===== src/rtl/md_arbiter.sv =====
// md_arbiter
//   Round-robin arbiter/sequencer that shares one iterative multiply/divide
//   unit between NREQ requesters. One operation is in flight at a time: it is
//   accepted from the winning requester, issued to the unit, and its result is
//   held until the owning requester takes it. Divide/remainder by zero is
//   answered directly without touching the unit.
//
// Handshakes: every valid/ready pair transfers on a rising clock edge where
//   both are high. A valid, once raised, stays high with its payload stable
//   until that edge; ready may change freely.
//
// Ports
//   clk, reset_n          clock, asynchronous active-low reset
//   rq_*                  per-requester request channel (requester i in slice i)
//   rs_valid / rs_ready   per-requester response channel
//   rs_result             shared response data, qualified by rs_valid
//   md_req_*              request channel to the multiply/divide unit
//   md_resp_valid/result  response from the multiply/divide unit
//
// The FSM register `state` and round-robin pointer `ptr` are plain named
// signals so that checkers can bind to them directly.
module md_arbiter #(
    parameter int NREQ = 2,
    parameter int XLEN = 32
) (
    input  logic                 clk,
    input  logic                 reset_n,
    input  logic [NREQ-1:0]      rq_valid,
    output logic [NREQ-1:0]      rq_ready,
    input  logic [2*NREQ-1:0]    rq_op,
    input  logic [2*NREQ-1:0]    rq_out_sel,
    input  logic [NREQ-1:0]      rq_in_1_signed,
    input  logic [NREQ-1:0]      rq_in_2_signed,
    input  logic [XLEN*NREQ-1:0] rq_in_1,
    input  logic [XLEN*NREQ-1:0] rq_in_2,
    output logic [NREQ-1:0]      rs_valid,
    input  logic [NREQ-1:0]      rs_ready,
    output logic [XLEN-1:0]      rs_result,
    output logic                 md_req_valid,
    input  logic                 md_req_ready,
    output logic [1:0]           md_req_op,
    output logic [1:0]           md_req_out_sel,
    output logic                 md_req_in_1_signed,
    output logic                 md_req_in_2_signed,
    output logic [XLEN-1:0]      md_req_in_1,
    output logic [XLEN-1:0]      md_req_in_2,
    input  logic                 md_resp_valid,
    input  logic [XLEN-1:0]      md_resp_result
);

    localparam logic [1:0] MD_OP_DIV = 2'd1;
    localparam logic [1:0] MD_OP_REM = 2'd2;

    localparam int IDX_W = (NREQ > 2) ? 2 : 1;
    localparam int SW    = IDX_W + 1;

    typedef enum logic [1:0] {
        IDLE  = 2'd0,
        ISSUE = 2'd1,
        BUSY  = 2'd2,
        RESP  = 2'd3
    } state_t;

    state_t             state;
    logic [IDX_W-1:0]   ptr;
    logic [IDX_W-1:0]   owner;

    logic               grant_found;
    logic [IDX_W-1:0]   grant_idx;
    logic [IDX_W-1:0]   cand;
    logic [SW-1:0]      sum;

    logic [1:0]         sel_op;
    logic [1:0]         sel_out_sel;
    logic               sel_in_1_signed;
    logic               sel_in_2_signed;
    logic [XLEN-1:0]    sel_in_1;
    logic [XLEN-1:0]    sel_in_2;
    logic               sel_dbz;

    // Search starts at the pointer and wraps, so the requester just served
    // becomes lowest priority on the next round.
    always_comb begin
        grant_found = 1'b0;
        grant_idx   = '0;
        sum         = '0;
        cand        = '0;
        for (int i = 0; i < NREQ; i++) begin
            sum = {1'b0, ptr} + SW'(i);
            if (sum >= SW'(NREQ)) begin
                sum = sum - SW'(NREQ);
            end
            cand = sum[IDX_W-1:0];
            if (!grant_found && rq_valid[cand]) begin
                grant_found = 1'b1;
                grant_idx   = cand;
            end
        end
    end

    // Payload of the current winner.
    always_comb begin
        sel_op          = '0;
        sel_out_sel     = '0;
        sel_in_1_signed = 1'b0;
        sel_in_2_signed = 1'b0;
        sel_in_1        = '0;
        sel_in_2        = '0;
        for (int i = 0; i < NREQ; i++) begin
            if (grant_idx == IDX_W'(i)) begin
                sel_op          = rq_op[i*2 +: 2];
                sel_out_sel     = rq_out_sel[i*2 +: 2];
                sel_in_1_signed = rq_in_1_signed[i];
                sel_in_2_signed = rq_in_2_signed[i];
                sel_in_1        = rq_in_1[i*XLEN +: XLEN];
                sel_in_2        = rq_in_2[i*XLEN +: XLEN];
            end
        end
    end

    assign sel_dbz = ((sel_op == MD_OP_DIV) || (sel_op == MD_OP_REM)) &&
                     (sel_in_2 == '0);

    // Grant is combinational so the op is taken on the same edge it is offered.
    always_comb begin
        rq_ready = '0;
        if ((state == IDLE) && grant_found) begin
            rq_ready[grant_idx] = 1'b1;
        end
    end

    always_ff @(posedge clk or negedge reset_n) begin
        if (!reset_n) begin
            state              <= IDLE;
            ptr                <= '0;
            owner              <= '0;
            rs_valid           <= '0;
            rs_result          <= '0;
            md_req_valid       <= 1'b0;
            md_req_op          <= '0;
            md_req_out_sel     <= '0;
            md_req_in_1_signed <= 1'b0;
            md_req_in_2_signed <= 1'b0;
            md_req_in_1        <= '0;
            md_req_in_2        <= '0;
        end else begin
            case (state)
                IDLE: begin
                    if (grant_found) begin
                        owner              <= grant_idx;
                        ptr                <= (grant_idx == IDX_W'(NREQ-1)) ?
                                              '0 : grant_idx + IDX_W'(1);
                        md_req_op          <= sel_op;
                        md_req_out_sel     <= sel_out_sel;
                        md_req_in_1_signed <= sel_in_1_signed;
                        md_req_in_2_signed <= sel_in_2_signed;
                        md_req_in_1        <= sel_in_1;
                        md_req_in_2        <= sel_in_2;
                        if (sel_dbz) begin
                            // Division by zero answered locally: quotient is
                            // all ones, remainder is the dividend.
                            rs_result <= (sel_op == MD_OP_DIV) ? '1 : sel_in_1;
                            rs_valid  <= NREQ'(1) << grant_idx;
                            state     <= RESP;
                        end else begin
                            md_req_valid <= 1'b1;
                            state        <= ISSUE;
                        end
                    end
                end
                ISSUE: begin
                    if (md_req_ready) begin
                        md_req_valid <= 1'b0;
                        state        <= BUSY;
                    end
                end
                BUSY: begin
                    if (md_resp_valid) begin
                        rs_result <= md_resp_result;
                        rs_valid  <= NREQ'(1) << owner;
                        state     <= RESP;
                    end
                end
                RESP: begin
                    // Only the owner's ready completes the response.
                    if (rs_ready[owner]) begin
                        rs_valid <= '0;
                        state    <= IDLE;
                    end
                end
                default: state <= IDLE;
            endcase
        end
    end

endmodule


===== config.mk =====
export PLATFORM = sky130hd
export DESIGN_NAME = md_arbiter
export DESIGN_NICKNAME = d
export VERILOG_FILES = /design/src/rtl/md_arbiter.sv
export SDC_FILE = /design/constraint.sdc
export NUM_CORES = 1
export LEC_CHECK = 0
export BUFFER_PORTS_ARGS = -buffer_cell sky130_fd_sc_hd__buf_4
export CORE_MARGIN = 2
export CORE_UTILIZATION = 45
export DETAILED_ROUTE_END_ITERATION = 10
export PLACE_DENSITY_LB_ADDON = 0.05
export SLEW_MARGIN = 20
export SYNTH_ARGS = -nofsm -noshare
export SYNTH_HDL_FRONTEND = slang
export SYNTH_SLANG_ARGS = --single-unit

===== constraint.sdc =====
create_clock -name clk -period 5.1 [get_ports clk]
set_input_delay 0.255 -clock clk [delete_from_list [all_inputs] [get_ports clk]]
set_output_delay 0.255 -clock clk [all_outputs]
set_load 0.01 [all_outputs]

### Word level (Yosys, flattened, before mapping)

Cells that the tools add are included.
W data, S select, Z words.

* input port bits: 180
* word-level logic and storage cells: 93
* output and inout bits: 107
* register bits after elaboration: 109

* equality and inequality tests: 11
* magnitude comparators: 7
* mux-type cells: 41
* reduce and logical (&&, ||, !) cells: 16
* $add $sub $neg: 4
* shift operators: 2

Operators by type and width (number)
* $mux W32: 6
* $pmux W32 S2: 1
* $logic_not A32 Y1: 1
* $mux W2: 11
* $mux W1: 19
* $ne A2 B2 Y1 const B: 6
* $reduce_and A4 Y1: 3
* $lt A1 B2 Y1 const B: 4
* $pmux W2 S4: 1
* $eq A2 B2 Y1 const B: 3
* $pmux W2 S3: 1
* $reduce_and A5 Y1: 1
* $eq A2 B1 Y1 const B: 2
* $logic_and A1 B1 Y1: 4
* $reduce_bool A2 Y1: 2
* $shl A1 B1 Y2 const A: 2
* $reduce_bool A3 Y1: 1
* $add A1 B1 Y2 const B: 1
* $ge A1 B2 Y1 const B: 1
* $ge A2 B2 Y1 const B: 1
* $logic_not A2 Y1: 1
* $pmux W1 S2: 1
* $reduce_and A2 Y1: 1
* $sub A1 B1 Y1 const B: 2
* 5 further kinds: 5

### Longest topological paths before layout

* word-level depth: 15
* gate-level depth with buffers: 12
* mapped depth without buffers: 10

### Worst setup path before layout

No wires, ideal clock.

* path type: reg-to-reg
* start point: register ptr
* end point: register rs_result[20]
* arrival: 2.726 ns
* buffers on the path: 2
* clock period less this slack: 2.851 ns
* required time: 4.975 ns
* setup slack: 2.249 ns
* cell stages (with the launch flop): 11
* library setup time: 0.125 ns
* cell sequence: dfrtp_1 > o21ai_1 > buf_2 > mux2i_1 > ha_1 > nor4_1 > nand4_1 > o2bb2ai_2 > a21oi_2 > buf_4 > mux2_2

* word-level cells in the longest chain between the ends: 14
* elaborated cells between the ends (all ways): 32
* those cells by class: 3 x add/sub; 2 x order compare; 4 x eq/ne; 17 x mux; 6 x reduce/logical

RTL lines
* start: declaration: line 65 `logic [IDX_W-1:0] ptr;`
* start signal: assignment: line 151 `ptr <= (grant_idx == IDX_W'(NREQ-1)) ?`
* $ge A1 B2 Y1 / $sub A1 B1 Y1 (equally long branches): line 90, 91
* $mux W1: line 90 `if (sum >= SW'(NREQ)) begin`
* $mux W1 (implied by the code) (2 in series): line 94 `if (!grant_found && rq_valid[cand]) begin`
* $mux W1: line 94
* $logic_not A1 Y1: line 94
* $logic_and A1 B1 Y1: line 94
* $mux W1: line 94
* $mux W2: line 110 `if (grant_idx == IDX_W'(i)) begin`
* $eq A2 B1 Y1 / $eq A2 B2 Y1 (equally long branches): line 121, 162
* $mux W32 / $logic_or A1 B1 Y1 (equally long branches): line 162, 121
* $mux W32 / $logic_and A1 B1 Y1 (equally long branches): line 159, 121
* $mux W32 / $ne A2 B2 Y1 (equally long branches)
* $pmux W32 S2 / $reduce_and A4 Y1 (equally long branches)
* end signal: assignment: line 162 `rs_result <= (sel_op == MD_OP_DIV) ? '1 : sel_in_1;`
* end signal: assignment: line 179 `rs_result <= md_resp_result;`
* end: declaration: line 38 `output logic [XLEN-1:0] rs_result,`

Several ways; a longest one is shown, not always the timed one. The select of a mux whose other input is x is not followed.
A chain may end at the register's enable or synchronous reset.

### Worst setup path after layout

* start point: register ptr
* end point: register rs_result[30]

* word-level cells in the longest chain between the ends: 14
* elaborated cells between the ends (all ways): 32
* those cells by class: 3 x add/sub; 2 x order compare; 4 x eq/ne; 17 x mux; 6 x reduce/logical

RTL lines
* $ge A1 B2 Y1 / $sub A1 B1 Y1 (equally long branches): line 90, 91
* $mux W1: line 90
* $mux W1 (implied by the code) (2 in series): line 94
* $mux W1: line 94
* $logic_not A1 Y1: line 94
* $logic_and A1 B1 Y1: line 94
* $mux W1 (*): line 94
* $mux W2 (*): line 110
* named net sel_op[0]: line 73 `logic [1:0] sel_op;`
* $eq A2 B1 Y1 / $eq A2 B2 Y1 (equally long branches): line 121, 162
* $mux W32 / $logic_or A1 B1 Y1 (equally long branches): line 162, 121
* $mux W32 / $logic_and A1 B1 Y1 (equally long branches): line 159, 121
* $mux W32 / $ne A2 B2 Y1 (equally long branches)
* $pmux W32 S2 / $reduce_and A4 Y1 (equally long branches)

Mark *: on every way through the listed nets, which the timed path passes. The rest lies on a longest branch. The select of a mux whose other input is x is not followed.

==> results_dict.tcl <==
set metrics [dict create \
    status "finished, final reports clean" \
    netlist_instances 522 \
    dieArea_mm2 0.0129 \
    critical_path.most_common_cell "sky130_fd_sc_hd__nand2_1" \
    preCtsSetupSlack_ns 1.71 \
    dominantRegCellSynth "sky130_fd_sc_hd__dfrtp_1" \
    dp_hpwl_um 12600 \
    finalNonFillerCells 940 \
    routed_wl_um 16500 \
    insertedDiodeCount 0 \
    grt_pass1_wl_um 26300 \
    antenna_nets_post_route 0 \
    firstDrtPassIters 5 \
    yosys-top-cells-area "sky130_fd_sc_hd__dfrtp_1, sky130_fd_sc_hd__mux2i_1, sky130_fd_sc_hd__mux2_2, sky130_fd_sc_hd__o21ai_0, sky130_fd_sc_hd__nand2_1" \
    drive_above_1_share_pct 43.7 \
    synth_top_cell_by_area "sky130_fd_sc_hd__dfrtp_1" \
    first_global_vias 5111 \
    cts_inserted_buffers 9 \
    fill_cells 912 \
    hold_buffers 1 \
    clock_latency_ns 0.34 \
    grt_overflow_total 0 \
    ys_types 30 \
    detail_route.wl_per_cell_um 17.5 \
    drt_drc_violations_left 0 \
    dp.cells 923 \
    mappedNetlistNets 708 \
    floorplan.core_area_mm2 0.0116 \
    cp-end-kind "register" \
    num_rows 39 \
    timing.setup.tns_ns 0 \
    worst_setup_hold_path_clk_slew_ns 0.07 \
    path_class "reg2reg" \
    net_count_final 978 \
    cts_tree "yes" \
    hold-worst-slack_ns 0.222 \
    mappedNetlistArea_mm2 0.00538 \
    via_per_inst 5.31 \
    fmaxAchievable_mhz 298 \
    post_cts_resized 0 \
    yosysTopAreaCellShare_pct 50.7 \
    postCtsSetupBuffers 0 \
    synth.most_common_cell "sky130_fd_sc_hd__dfrtp_1" \
    io_pins 287 \
    ir_drop_mv 0.304 \
    synth.yosys.warnings 0 \
    worst_ep_arrival_time_ns 3.58 \
    largest_net_degree_at_the_start_of_global_routing 141 \
    timing_worst_slew_pin_value_ns 1.01 \
    syn2layout_area_growth_pct 47.6 \
    slew-limit-headroom_pct 32.8 \
    critical_path_peak_fanout 32 \
    port_buffers 286 \
    synth-seq-cells 109 \
    critical-path-top-delay-family "compound AO/OA/AOI/OAI gates" \
    htree_num_levels 3 \
    grt_util_all_layers_pct 25.9 \
    max_cap_viol_count 0 \
    floorplan.initialDensity_pct 46.6 \
    synth.yosys.seq_area_share_pct 50.7 \
    grt_setup_unrepaired "false" \
    finalHoldViolCount 0 \
    leakage_nw 3.99 \
    cts.sink_count 109 \
    crit_path_start_kind "register" \
    clock_path_buffers 2 \
    floorplan.die.height_um 113 \
    postSynth.asyncResetShare_pct 100 \
    antenna_found_initial 0 \
    final_setup_violation_count 0 \
    finalWorstSetupSlack_ns 1.74 \
    synth_edf_count 0 \
    post-route-period-util_pct 65.9 \
    dr.first_iter.drc_count 300 \
    cp_cell_sequence "inv_1 -> a21boi_2 -> nand2_1 -> nand2_1 -> ha_1 -> nor4_1 -> nand4_1 -> o2bb2ai_2 -> a21oi_4 -> mux2_2" \
    cts_root_buffer "sky130_fd_sc_hd__clkbuf_16" \
    power.density_mw_per_mm2 571 \
    gp_routability_congestion 0.884 \
    routed-via-count 4996 \
    critPathSlowestCell "sky130_fd_sc_hd__a21oi_4" \
    die_x_um 113 \
    critical_path_required_ns 5.32 \
    avgSynthCellArea_um2 10.3 \
    timing.critical_path.slowest_cell_delay_ns 0.82 \
    final_max_slew_viol_count 0 \
    min-delay-path-class "in2reg" \
    timing.final.crit_period_ns 3.36 \
    clock_skew_ns 0.00490 \
    path_buf_inv 1 \
    synth.cells.most_frequent "sky130_fd_sc_hd__dfrtp_1, sky130_fd_sc_hd__nand2_1, sky130_fd_sc_hd__o21ai_0" \
]
==> final timing paths <==
kind / startpoint / end / slack [ns] / depth (start not counted)
min in group asynchronous: reset_n / md_req_out_sel[0] / 0.52 / 2
worst max register to register: ptr / rs_result[30] / 1.74 / 10
worst max-delay path: ptr / rs_result[30] / 1.74 / 10
worst min-delay path: rq_in_2[46] / md_req_in_2[14] / 0.22 / 3
max in group asynchronous: reset_n / rs_valid[0] / 3.38 / 3
worst min register to register: md_req_in_2[29] / md_req_in_2[29] / 0.48 / 2
==> power breakdown <==
group | switching [mW] | leakage (nW) | internal (mW)
combinational | 1.14 | 2.55 | 1.16
clock | 0.305 | 0.143 | 0.393
sequential | 0.235 | 1.31 | 1.30
total | 1.68 | 3.99 | 2.85
==> cells in the final DEF (no fill, tap or decap), types with 2 or more instances in the layout <==
cell,n
sky130_fd_sc_hd__buf_4,290
sky130_fd_sc_hd__dfrtp_1,109
sky130_fd_sc_hd__nand2_1,76
sky130_fd_sc_hd__mux2i_1,66
sky130_fd_sc_hd__o21ai_0,66
sky130_fd_sc_hd__a21oi_1,36
sky130_fd_sc_hd__mux2_2,35
sky130_fd_sc_hd__nor2b_1,33
sky130_fd_sc_hd__nor4_1,14
sky130_fd_sc_hd__nor2_1,10
sky130_fd_sc_hd__clkbuf_16,9
sky130_fd_sc_hd__a22o_1,8
sky130_fd_sc_hd__inv_1,6
sky130_fd_sc_hd__ha_1,5
sky130_fd_sc_hd__nand4_1,4
sky130_fd_sc_hd__nor3_1,4
sky130_fd_sc_hd__o21ai_4,2
sky130_fd_sc_hd__nand2b_1,2
sky130_fd_sc_hd__nand3_1,2
sky130_fd_sc_hd__clkbuf_1,2
sky130_fd_sc_hd__clkinv_2,2
==> sequential cells by signal (all words and copies together), names as in the netlist <==
register / count
md_req_out_sel: 2
md_req_in_1_signed: 1
rs_valid: 2
md_req_valid: 1
state: 2
md_req_op: 2
md_req_in_1: 32
rs_result: 32
md_req_in_2_signed: 1
ptr: 1
owner: 1
md_req_in_2: 32
==> routing by layer <==
metal,vias to the layer above,GRT usage (%),share of wire (%)
met5,-,0,0
met4,0,9.84,2.5
met3,28,6.80,8.4
met2,219,44.9,50
met1,2370,31.0,39
li1,2379,-,-
==> worst register-to-register path, cell delays in order, from the launching register on <==
cell and delay [ns]:
sky130_fd_sc_hd__dfrtp_1 0.39, sky130_fd_sc_hd__inv_1 0.08, sky130_fd_sc_hd__a21boi_2 0.37, sky130_fd_sc_hd__nand2_1 0.10
sky130_fd_sc_hd__nand2_1 0.10, sky130_fd_sc_hd__ha_1 0.25, sky130_fd_sc_hd__nor4_1 0.31, sky130_fd_sc_hd__nand4_1 0.16
sky130_fd_sc_hd__o2bb2ai_2 0.23, sky130_fd_sc_hd__a21oi_4 0.82, sky130_fd_sc_hd__mux2_2 0.45
==> per-stage QoR <==
step	power (mW)	cell area [um2]	utilization, %
after floorplan	2.80	5380	-
after global placement	3.80	7640	66.0
after detailed placement	3.87	7640	66.0
after CTS	4.59	7940	68.7
after global routing	4.88	7950	68.7
final	4.54	7950	68.7
==> layout make-up <==
class	instances	area [um2]	area share (%)
tap	143	179	2.25
clock buffer	12	246	3.10
inverter	6	22.5	0.283
multi-input combinational	374	2520	31.8
sequential	109	2730	34.3
timing repair buffer	292	2200	27.7
clock inverter	4	47.5	0.598
==> cell families (layout without fill, tap and decap cells) <==
kind of cell / count (synthesis) / in the layout / synth area share [%]
compound gates: 118 / 118 / 12.0
fa+ha+maj: 6 / 6 / 1.39
buf+inv: 39 / 314 / 3.09
flops: 109 / 109 / 50.7
mux: 102 / 102 / 19.8
simple gates: 148 / 148 / 13.0
(Power assumes the default switching activity.)
